### src/rtl/axis_gen_pkg.sv
// rtl/axis_gen_pkg.sv - shared types and helpers for the AXI4-Stream traffic generator
//   gen_state_t   : generator FSM states (2 bits)
//   clog2_min1    : counter width for values 0..n-1, never less than 1 bit
//   strb_all_ones : all-ones byte strobe for a given data width (up to 1024 bits)
package axis_gen_pkg;

  typedef enum logic [1:0] {
    IDLE_WAIT = 2'd0,
    SEND      = 2'd1,
    GAP       = 2'd2,
    DONE      = 2'd3
  } gen_state_t;

  localparam int STRB_MAX_W = 128;

  function automatic int clog2_min1(input int n);
    return (n <= 2) ? 1 : $clog2(n);
  endfunction

  function automatic logic [STRB_MAX_W-1:0] strb_all_ones(input int width);
    logic [STRB_MAX_W-1:0] v;
    v = '0;
    for (int i = 0; i < STRB_MAX_W; i++) begin
      if (i < width / 8) v[i] = 1'b1;
    end
    return v;
  endfunction

endpackage

### src/rtl/axis_beat_counter.sv
// rtl/axis_beat_counter.sv - beat index within a packet, with last-beat and wrap detection
//   clk, rst_n  : clock, asynchronous active-low reset
//   enable      : advance the index (one accepted beat)
//   next_index  : index of the beat following the current one
//   next_last   : next_index is the final beat of a packet
//   wrap        : the current beat is the final one and is being accepted
module axis_beat_counter
  import axis_gen_pkg::*;
#(
  parameter int NUM_WORDS = 8,
  parameter int IDX_W     = clog2_min1(NUM_WORDS)
) (
  input  logic             clk,
  input  logic             rst_n,
  input  logic             enable,
  output logic [IDX_W-1:0] next_index,
  output logic             next_last,
  output logic             wrap
);

  localparam logic [IDX_W-1:0] LAST_IDX = IDX_W'(NUM_WORDS - 1);

  logic [IDX_W-1:0] beat_index;
  logic             last;

  assign last       = (beat_index == LAST_IDX);
  assign next_index = last ? '0 : beat_index + 1'b1;
  assign next_last  = (next_index == LAST_IDX);
  assign wrap       = enable & last;

  always_ff @(posedge clk or negedge rst_n) begin
    if (!rst_n) begin
      beat_index <= '0;
    end else if (enable) begin
      beat_index <= next_index;
    end
  end

endmodule

### src/rtl/axis_stream_master_gen.sv
// rtl/axis_stream_master_gen.sv - parametrised AXI4-Stream counting-payload traffic generator
//   M_AXIS_ACLK, M_AXIS_ARESETN : clock, asynchronous active-low reset
//   M_AXIS_TVALID/TDATA/TSTRB/TLAST : registered stream outputs, held until accepted
//   M_AXIS_TREADY               : downstream ready
//   busy      : sending or in an inter-packet gap
//   pkt_done  : one-cycle pulse after the TLAST handshake
//   pkt_count : completed packets, wraps
module axis_stream_master_gen
  import axis_gen_pkg::*;
#(
  parameter int C_M_AXIS_TDATA_WIDTH = 32,
  parameter int C_M_START_COUNT      = 32,
  parameter int NUM_WORDS            = 8,
  parameter int GAP_CYCLES           = 0,
  parameter int CONTINUOUS           = 0,
  parameter int PKT_CNT_WIDTH        = 16
) (
  input  logic                              M_AXIS_ACLK,
  input  logic                              M_AXIS_ARESETN,
  output logic                              M_AXIS_TVALID,
  output logic [C_M_AXIS_TDATA_WIDTH-1:0]   M_AXIS_TDATA,
  output logic [C_M_AXIS_TDATA_WIDTH/8-1:0] M_AXIS_TSTRB,
  output logic                              M_AXIS_TLAST,
  input  logic                              M_AXIS_TREADY,
  output logic                              busy,
  output logic                              pkt_done,
  output logic [PKT_CNT_WIDTH-1:0]          pkt_count
);

  localparam int DATA_W = C_M_AXIS_TDATA_WIDTH;
  localparam int STRB_W = C_M_AXIS_TDATA_WIDTH / 8;
  localparam int IDX_W  = clog2_min1(NUM_WORDS);
  localparam int WAIT_W = clog2_min1(C_M_START_COUNT);
  localparam int GAP_W  = clog2_min1(GAP_CYCLES);

  localparam logic [WAIT_W-1:0]     WAIT_LAST  = WAIT_W'(C_M_START_COUNT - 1);
  localparam logic [GAP_W-1:0]      GAP_LAST   = GAP_W'((GAP_CYCLES > 0) ? GAP_CYCLES - 1 : 0);
  localparam logic [STRB_MAX_W-1:0] STRB_FULL  = strb_all_ones(C_M_AXIS_TDATA_WIDTH);
  localparam logic [STRB_W-1:0]     STRB_ONES  = STRB_FULL[STRB_W-1:0];
  localparam logic                  FIRST_LAST = (NUM_WORDS == 1);

  gen_state_t        state;
  logic [WAIT_W-1:0] wait_cnt;
  logic [GAP_W-1:0]  gap_cnt;
  logic              handshake;
  logic [IDX_W-1:0]  next_index;
  logic              next_last;
  logic              wrap;

  // Truncating every term to DATA_W keeps the result exact modulo 2^DATA_W.
  function automatic logic [DATA_W-1:0] beat_data(input logic [PKT_CNT_WIDTH-1:0] pkt,
                                                  input logic [IDX_W-1:0] idx);
    return DATA_W'(pkt) * DATA_W'(NUM_WORDS) + DATA_W'(idx) + DATA_W'(1);
  endfunction

  assign handshake = M_AXIS_TVALID & M_AXIS_TREADY;
  assign busy      = (state == SEND) || (state == GAP);

  axis_beat_counter #(
    .NUM_WORDS (NUM_WORDS),
    .IDX_W     (IDX_W)
  ) u_beat_counter (
    .clk        (M_AXIS_ACLK),
    .rst_n      (M_AXIS_ARESETN),
    .enable     (handshake),
    .next_index (next_index),
    .next_last  (next_last),
    .wrap       (wrap)
  );

  // Stream outputs only change while TVALID is low or on a handshake edge,
  // which keeps the beat stable under backpressure in every state.
  always_ff @(posedge M_AXIS_ACLK or negedge M_AXIS_ARESETN) begin
    if (!M_AXIS_ARESETN) begin
      state         <= IDLE_WAIT;
      wait_cnt      <= '0;
      gap_cnt       <= '0;
      M_AXIS_TVALID <= 1'b0;
      M_AXIS_TDATA  <= '0;
      M_AXIS_TSTRB  <= '0;
      M_AXIS_TLAST  <= 1'b0;
      pkt_done      <= 1'b0;
      pkt_count     <= '0;
    end else begin
      pkt_done <= 1'b0;
      case (state)
        IDLE_WAIT: begin
          if (wait_cnt == WAIT_LAST) begin
            state         <= SEND;
            M_AXIS_TVALID <= 1'b1;
            M_AXIS_TDATA  <= beat_data(pkt_count, '0);
            M_AXIS_TSTRB  <= STRB_ONES;
            M_AXIS_TLAST  <= FIRST_LAST;
          end else begin
            wait_cnt <= wait_cnt + 1'b1;
          end
        end
        SEND: begin
          if (wrap) begin
            pkt_count <= pkt_count + 1'b1;
            pkt_done  <= 1'b1;
            if (GAP_CYCLES > 0) begin
              state         <= GAP;
              gap_cnt       <= '0;
              M_AXIS_TVALID <= 1'b0;
            end else if (CONTINUOUS != 0) begin
              // Back-to-back: first beat of the next packet loads on the TLAST edge.
              M_AXIS_TDATA <= beat_data(pkt_count + 1'b1, '0);
              M_AXIS_TLAST <= FIRST_LAST;
            end else begin
              state         <= DONE;
              M_AXIS_TVALID <= 1'b0;
            end
          end else if (handshake) begin
            M_AXIS_TDATA <= beat_data(pkt_count, next_index);
            M_AXIS_TLAST <= next_last;
          end
        end
        GAP: begin
          if (gap_cnt == GAP_LAST) begin
            if (CONTINUOUS != 0) begin
              state         <= SEND;
              M_AXIS_TVALID <= 1'b1;
              M_AXIS_TDATA  <= beat_data(pkt_count, '0);
              M_AXIS_TLAST  <= FIRST_LAST;
            end else begin
              state <= DONE;
            end
          end else begin
            gap_cnt <= gap_cnt + 1'b1;
          end
        end
        DONE: begin
          state <= DONE;
        end
        default: begin
          state         <= DONE;
          M_AXIS_TVALID <= 1'b0;
        end
      endcase
    end
  end

endmodule

### config.mk
export PLATFORM = sky130hd
export DESIGN_NAME = axis_stream_master_gen
export DESIGN_NICKNAME = d
export VERILOG_FILES = /design/src/rtl/axis_gen_pkg.sv /design/src/rtl/axis_beat_counter.sv /design/src/rtl/axis_stream_master_gen.sv
export SDC_FILE = /design/constraint.sdc
export NUM_CORES = 1
export LEC_CHECK = 0
export CAP_MARGIN = 15
export CORE_UTILIZATION = 30
export CTS_BUF_LIST = sky130_fd_sc_hd__clkbuf_2
export DETAILED_ROUTE_END_ITERATION = 7
export GPL_TIMING_DRIVEN = 1
export PLACE_DENSITY_LB_ADDON = 0.12
export RECOVER_POWER = 50
export SETUP_SLACK_MARGIN = 0.02
export SYNTH_ARGS = -nofsm -noshare
export SYNTH_HDL_FRONTEND = slang
export SYNTH_SLANG_ARGS = --single-unit
### constraint.sdc
create_clock -name M_AXIS_ACLK -period 3.3 [get_ports M_AXIS_ACLK]
set_clock_uncertainty 0.05 [all_clocks]
set_input_delay 0.825 -clock M_AXIS_ACLK [delete_from_list [all_inputs] [get_ports M_AXIS_ACLK]]
set_output_delay 0.825 -clock M_AXIS_ACLK [all_outputs]
set_load 0.02 [all_outputs]
# [After elaboration in Yosys (flattened, before gate mapping)]
# Cells that the tools add are included.
[word_totals] wordCells=59 regBits=63 output_inout_bits=56
[op_classes] add_sub_neg=7 n_reduce_logical=9 n_eq_ne=11 bitwise=3 muxes=19
[op_table] cell="32-bit 2-to-1 mux" count=3
[op_table] cell="32-bit case mux with 2 select lines" count=1
[op_table] cell="20-bit by 1-bit adder with 21-bit output, second input constant" count=1
[op_table] cell="19-bit by 1-bit adder with 20-bit output, second input constant" count=1
[op_table] cell="19-bit by 3-bit adder with 20-bit output" count=1
[op_table] cell="16-bit by 1-bit adder with 16-bit output, second input constant" count=1
[op_table] cell="1-bit 2-to-1 mux" count=8
[op_table] cell="2-bit case mux with 4 select lines" count=1
[op_table] cell="3-bit == test, second input constant" count=2
[op_table] cell="2-bit 2-to-1 mux" count=3
[op_table] cell="2-bit inequality test, second input constant" count=3
[op_table] cell="2-bit AND reduction" count=3
[op_table] cell="3-bit AND reduction" count=2
[op_table] cell="5-bit by 1-bit adder with 5-bit output, second input constant" count=1
[op_table] cell="5-bit == test, second input constant" count=1
[op_table] cell="2-bit == test, second input constant" count=2
[op_table] cell="2-bit by 1-bit inequality test with 1-bit output, second input constant" count=2
[op_table] cell="1-bit case mux with 2 select lines" count=2
[op_table] cell="4-bit AND reduction" count=1
[op_table] cell="3-bit by 1-bit adder with 3-bit output, second input constant" count=1
[op_table] cell="3-bit 2-to-1 mux" count=1
[op_table] cell="1-bit bitwise AND" count=2
[op_table] cell="2-bit by 1-bit == test with 1-bit output, second input constant" count=1
[op_table] cell="2-bit logical NOT" count=1
[op_table] cell="4 further kinds" count=4

# [Longest topological paths before layout]
[depth] word_depth=7 mapped_depth=9

# [Cells and area by module]
# A second synthesis with hierarchy kept.
[unflattened] hier_cells=255 hier_area_um2=2571.2
[modules_own_cells] module="axis_stream_master_gen" instances=1 cells_per_inst=240 seq_area_each_um2=1176.1 area_each_um2=2402.3
[modules_own_cells] module="axis_beat_counter" instances=1 cells_per_inst=15 seq_area_each_um2=75.1 area_each_um2=168.9

# [Worst setup path before layout]
# OpenSTA, ideal clock, no wires.
[synth_timing] path_kind="register -> register" start="reg u_beat_counter.beat_index[0]" end="reg M_AXIS_TDATA[14]" required_ns=3.168 arrival_ns=2.274 setup_ns=0.082 stages_incl_launch_ff=10 n_path_buf=1 setup_slack_ns=0.894 cell_sequence="dfrtp_1 -> ha_1 -> and2_2 -> nor2_1 -> ha_1 -> nand2_1 -> or3_1 -> clkbuf_1 -> or4_1 -> a31oi_1"
[synth_between] elab_chain_len=7 word_cells_on_any_way=11 classes_between="add/sub (3); eq/ne (2); mux (4); bitwise (1); reduce/logical (1)"
[synth_rtl] element="start, declared" line_no="axis_beat_counter.sv:23" text="logic [IDX_W-1:0] beat_index;"
[synth_rtl] element="start signal, assigned" line_no="axis_beat_counter.sv:35" text="beat_index <= next_index;"
[synth_rtl] element="3-bit by 1-bit adder with 3-bit output or 3-bit == test (tied branches)" line_no="axis_beat_counter.sv:27, axis_beat_counter.sv:26"
[synth_rtl] element="3-bit 2-to-1 mux *" line_no="axis_beat_counter.sv:27" text="assign next_index = last ? '0 : beat_index + 1'b1;"
[synth_rtl] element="via next_index[0]" line_no="axis_stream_master_gen.sv:46" text="logic [IDX_W-1:0] next_index;"
[synth_rtl] element="19-bit by 3-bit adder with 20-bit output *" line_no="axis_stream_master_gen.sv:53" text="return DATA_W'(pkt) * DATA_W'(NUM_WORDS) + DATA_W'(idx) + DATA_W'(1);"
[synth_rtl] element="20-bit by 1-bit adder with 21-bit output *" line_no="axis_stream_master_gen.sv:53"
[synth_rtl] element="32-bit 2-to-1 mux *" line_no="axis_stream_master_gen.sv:114" text="end else if (handshake) begin"
[synth_rtl] element="32-bit 2-to-1 mux *" line_no="axis_stream_master_gen.sv:99" text="if (wrap) begin"
[synth_rtl] element="32-bit case mux with 2 select lines *" line_no="axis_stream_master_gen.sv:86" text="case (state)"
[synth_rtl] element="end signal, assigned" line_no="axis_stream_master_gen.sv:91" text="M_AXIS_TDATA <= beat_data(pkt_count, '0);"
[synth_rtl] element="end signal, assigned" line_no="axis_stream_master_gen.sv:108" text="M_AXIS_TDATA <= beat_data(pkt_count + 1'b1, '0);"
[synth_rtl] element="end signal, assigned" line_no="axis_stream_master_gen.sv:115" text="M_AXIS_TDATA <= beat_data(pkt_count, next_index);"
[synth_rtl] element="end, declared" line_no="axis_stream_master_gen.sv:21" text="output logic [C_M_AXIS_TDATA_WIDTH-1:0] M_AXIS_TDATA,"
# Mark *: on every way through the listed nets, which the timed path passes. The rest lies on a longest branch. The select of a mux whose other input is x is not followed.
# A chain may end at the register's enable or synchronous reset.

# [Worst setup path after layout]
# Same ends and word-level chain as after synthesis.

==> impl_metrics.ini <==
[outcome]
status = complete, no violations

[timing]
hold_viol = 0
tns_ns = 0
worstMarginPinSlew_ns = 1.024
slew_headroom_pct = 31.76
period_share_pct = 81.59
setup_violations = 0
fmax_mhz = 371.4
period_needed_ns = 2.692
maxSlewViolCount = 0
rsz0062_at_grt = false
fin_hold_ws_ns = 0.3226

[clocking]
cts_root_buf = clkbuf_2
clkLatencyLatePin_ns = 0.42
numClockSinks = 50
cts_buffers = 5
clk_path_buf_depth = 2
cts_tree = done
cts_setup_buffers = 0
cts_resized = 0
htreeDepth = 2
holdBufCountCts = 0
path_clk_slew_ns = 0.25

[die]
start_util_pct = 31.49
core_area_sq_um = 8891
die_area_sq_um = 9724
rows = 34
die_h_microns = 98.61
io-pin-count = 59
fp.dieW_microns = 98.61

[yosys]
ys_types = 45
async_flop_share_pct = 100.0
synth-main-ff-cell = dfrtp_1
netlist_area_sq_um = 2800
syn_area_per_cell_sq_um = 10.00
syn_inst = 280
ys_seq_area_share_pct = 44.68
synth_edf_count = 0
yosysWarnings = 0
synth_seq_cells = 50

[grt]
antenna_found_initial = 0
grt_pass1_vias = 1971
grt_overflow = 0
grt_max_degree = 51
grt_first_pass_wirelength_microns = 10540
grtUsageTotal_pct = 13.87

[placed_design]
port_buffers = 46
dp_hpwl_microns = 4651
finalWeightedCongestion = 0.8106
dp.cells = 418

[setup_path]
path_max_fanout = 11
setup.worst_path.class = reg -> reg
start_kind = flop
arrival_ns = 2.98
startpoint = u_beat_counter.beat_index[0]$_DFFE_PN0P_
worstPathRequired_ns = 3.59
r2r-start = u_beat_counter.beat_index[0]$_DFFE_PN0P_
end_kind = flop

[detailed_routing]
drtAntennaViolNets = 0
wire_per_inst_microns = 15.25
first_pass_iters = 4
drt_iter0_drc = 87
routed_via_density = 5.035
routed_wl_microns = 6466
route.detailed.drc = 0
vias = 2135

[power_and_ir_drop]
p_per_area_nw_per_um2 = 266.0
ir_drop_uv = 116.7
p_sw_uw = 207.7
p_comb_share_pct = 3.3
clkPwrFrac_pct = 25.9
p_sw_share_pct = 23.94
power_frac_seq_pct = 70.8
internal-power_uw = 659.8
leakage_uw = 0.001368

[finish]
diodes = 0
fin_nets = 328
num-fill-cells = 911
layout-drive-gt1-share_pct = 6.329
layout.cells.non_filler = 424
area_growth_pct = 16.44

[min_path]
min_path_type = in -> async

[job]
maxCapViolCount = 0
-- worst max-delay path, cell delays in order, from the launching register on --
cell and delay (ns):
dfrtp_1 0.51, ha_1 0.26, and2_2 0.24, nor2_1 0.10, ha_1 0.15, nand2_1 0.10
or3_1 0.58, or4_1 0.45, a31oi_1 0.17
-- cells by family (layout without fill, tap and decap cells) --
logic type | count (synthesis) | after routing | share of synthesized area, %
buffers and inverters | 40 | 65 | 9.875
AO/OA/AOI/OAI | 58 | 58 | 13.36
multiplexers | 6 | 6 | 2.413
other | 1 | 12 | 0.1339
flip-flops | 50 | 50 | 44.68
AND/OR/NAND/NOR | 87 | 87 | 16.58
adder cells (fa/ha/maj) | 8 | 8 | 3.575
XOR/XNOR | 30 | 30 | 9.383
-- cell usage after synthesis, types with 7 or more instances --
master | n | area share, %
a31oi_1 | 7 | 1.6
xnor2_1 | 23 | 7.2
buf_4 | 15 | 4.0
xor2_1 | 7 | 2.2
nand2_1 | 27 | 3.6
a21oi_1 | 30 | 5.4
nor2_1 | 9 | 1.2
nand4_1 | 7 | 1.6
inv_1 | 8 | 1.1
dfrtp_1 | 50 | 45
ha_1 | 8 | 3.6
nand3_1 | 9 | 1.6
-- stage by stage --
stage                     worst slack, ns  power [uW]  area (sq um)  utilization (%)
after CTS                          0.6141       883.2          3269            36.77
after global placement             0.5910       654.3          3241            36.45
final                              0.6076       867.4          3261            36.67
after floorplan                    0.8943       647.2          2841                -
after global routing               0.4617       905.9          3261            36.67
after detailed placement           0.6138       654.2          3241            36.45
-- worst paths after layout --
path,end,slack (ns),cells past startpoint
worst max register to register,M_AXIS_TDATA[14]$_DFFE_PN0P_,0.61,8
worst min-delay path,M_AXIS_TDATA[1]$_DFFE_PN0P_,0.32,2
worst max-delay path,M_AXIS_TDATA[14]$_DFFE_PN0P_,0.61,8
min in group M_AXIS_ACLK,wait_cnt[3]$_DFFE_PN0N_,0.44,1
max in group asynchronous,pkt_count[4]$_DFFE_PN0N_,2.60,2
worst min register to register,wait_cnt[3]$_DFFE_PN0N_,0.44,1
-- flip-flops by register name, indices dropped and copies added (netlist names) --
register                   cells
M_AXIS_TVALID                  1
M_AXIS_TLAST                   1
u_beat_counter.beat_index      3
M_AXIS_TDATA                  20
pkt_done                       1
pkt_count                     16
M_AXIS_TSTRB                   1
wait_cnt                       5
state                          2
-- per-layer routing --
metal | vias to the layer above | global-route usage (%) | share of wire (%)
met5 | - | 0 | 0
met4 | 0 | 2.755 | 0.54
met3 | 5 | 2.837 | 4.0
met2 | 62 | 21.45 | 45
met1 | 1043 | 20.11 | 50
li1 | 1025 | - | -
-- power groups by stage --
stage / logic (uW) / clock network, uW / registers, uW
after floorplan: 22.8 / 0 / 624
after global placement: 30.1 / 0 / 624
after detailed placement: 30.0 / 0 / 624
after CTS: 30.0 / 239 / 614
after global routing: 32.4 / 259 / 615
final: 28.4 / 225 / 614
-- cell usage in the layout (no fill, tap or decap), types with 2 or more instances in the layout --
| cell type | count |
|---|---|
| o21ai_0 | 4 |
| clkbuf_2 | 5 |
| ha_1 | 8 |
| a31oi_1 | 7 |
| buf_4 | 2 |
| dfrtp_1 | 50 |
| nor2_1 | 9 |
| mux2_2 | 6 |
| nor3_1 | 5 |
| nand2b_1 | 5 |
| a2111oi_0 | 2 |
| a21o_1 | 4 |
| or3_1 | 5 |
| xor2_1 | 7 |
| nand4_1 | 7 |
| conb_1 | 12 |
| nand2_1 | 27 |
| and2_0 | 2 |
| clkbuf_1 | 3 |
| a211oi_1 | 2 |
| clkdlybuf4s50_1 | 44 |
| o31ai_1 | 3 |
| nand3_1 | 9 |
| a21oi_1 | 30 |
| nor4_1 | 2 |
| xnor2_1 | 23 |
| or4_1 | 5 |
| inv_1 | 8 |
| and3_1 | 2 |
-- layout make-up --
type,count,area (sq um),area share [%]
clock inverters,1,3.754,0.1151
inverters,8,30.03,0.9210
repair buffers,51,496.7,15.23
well taps,108,135.1,4.144
flip-flops and latches,50,1251,38.37
multi-input cells,201,1319,40.44
clock buffers,5,25.02,0.7675
(Power assumes the default switching activity.)
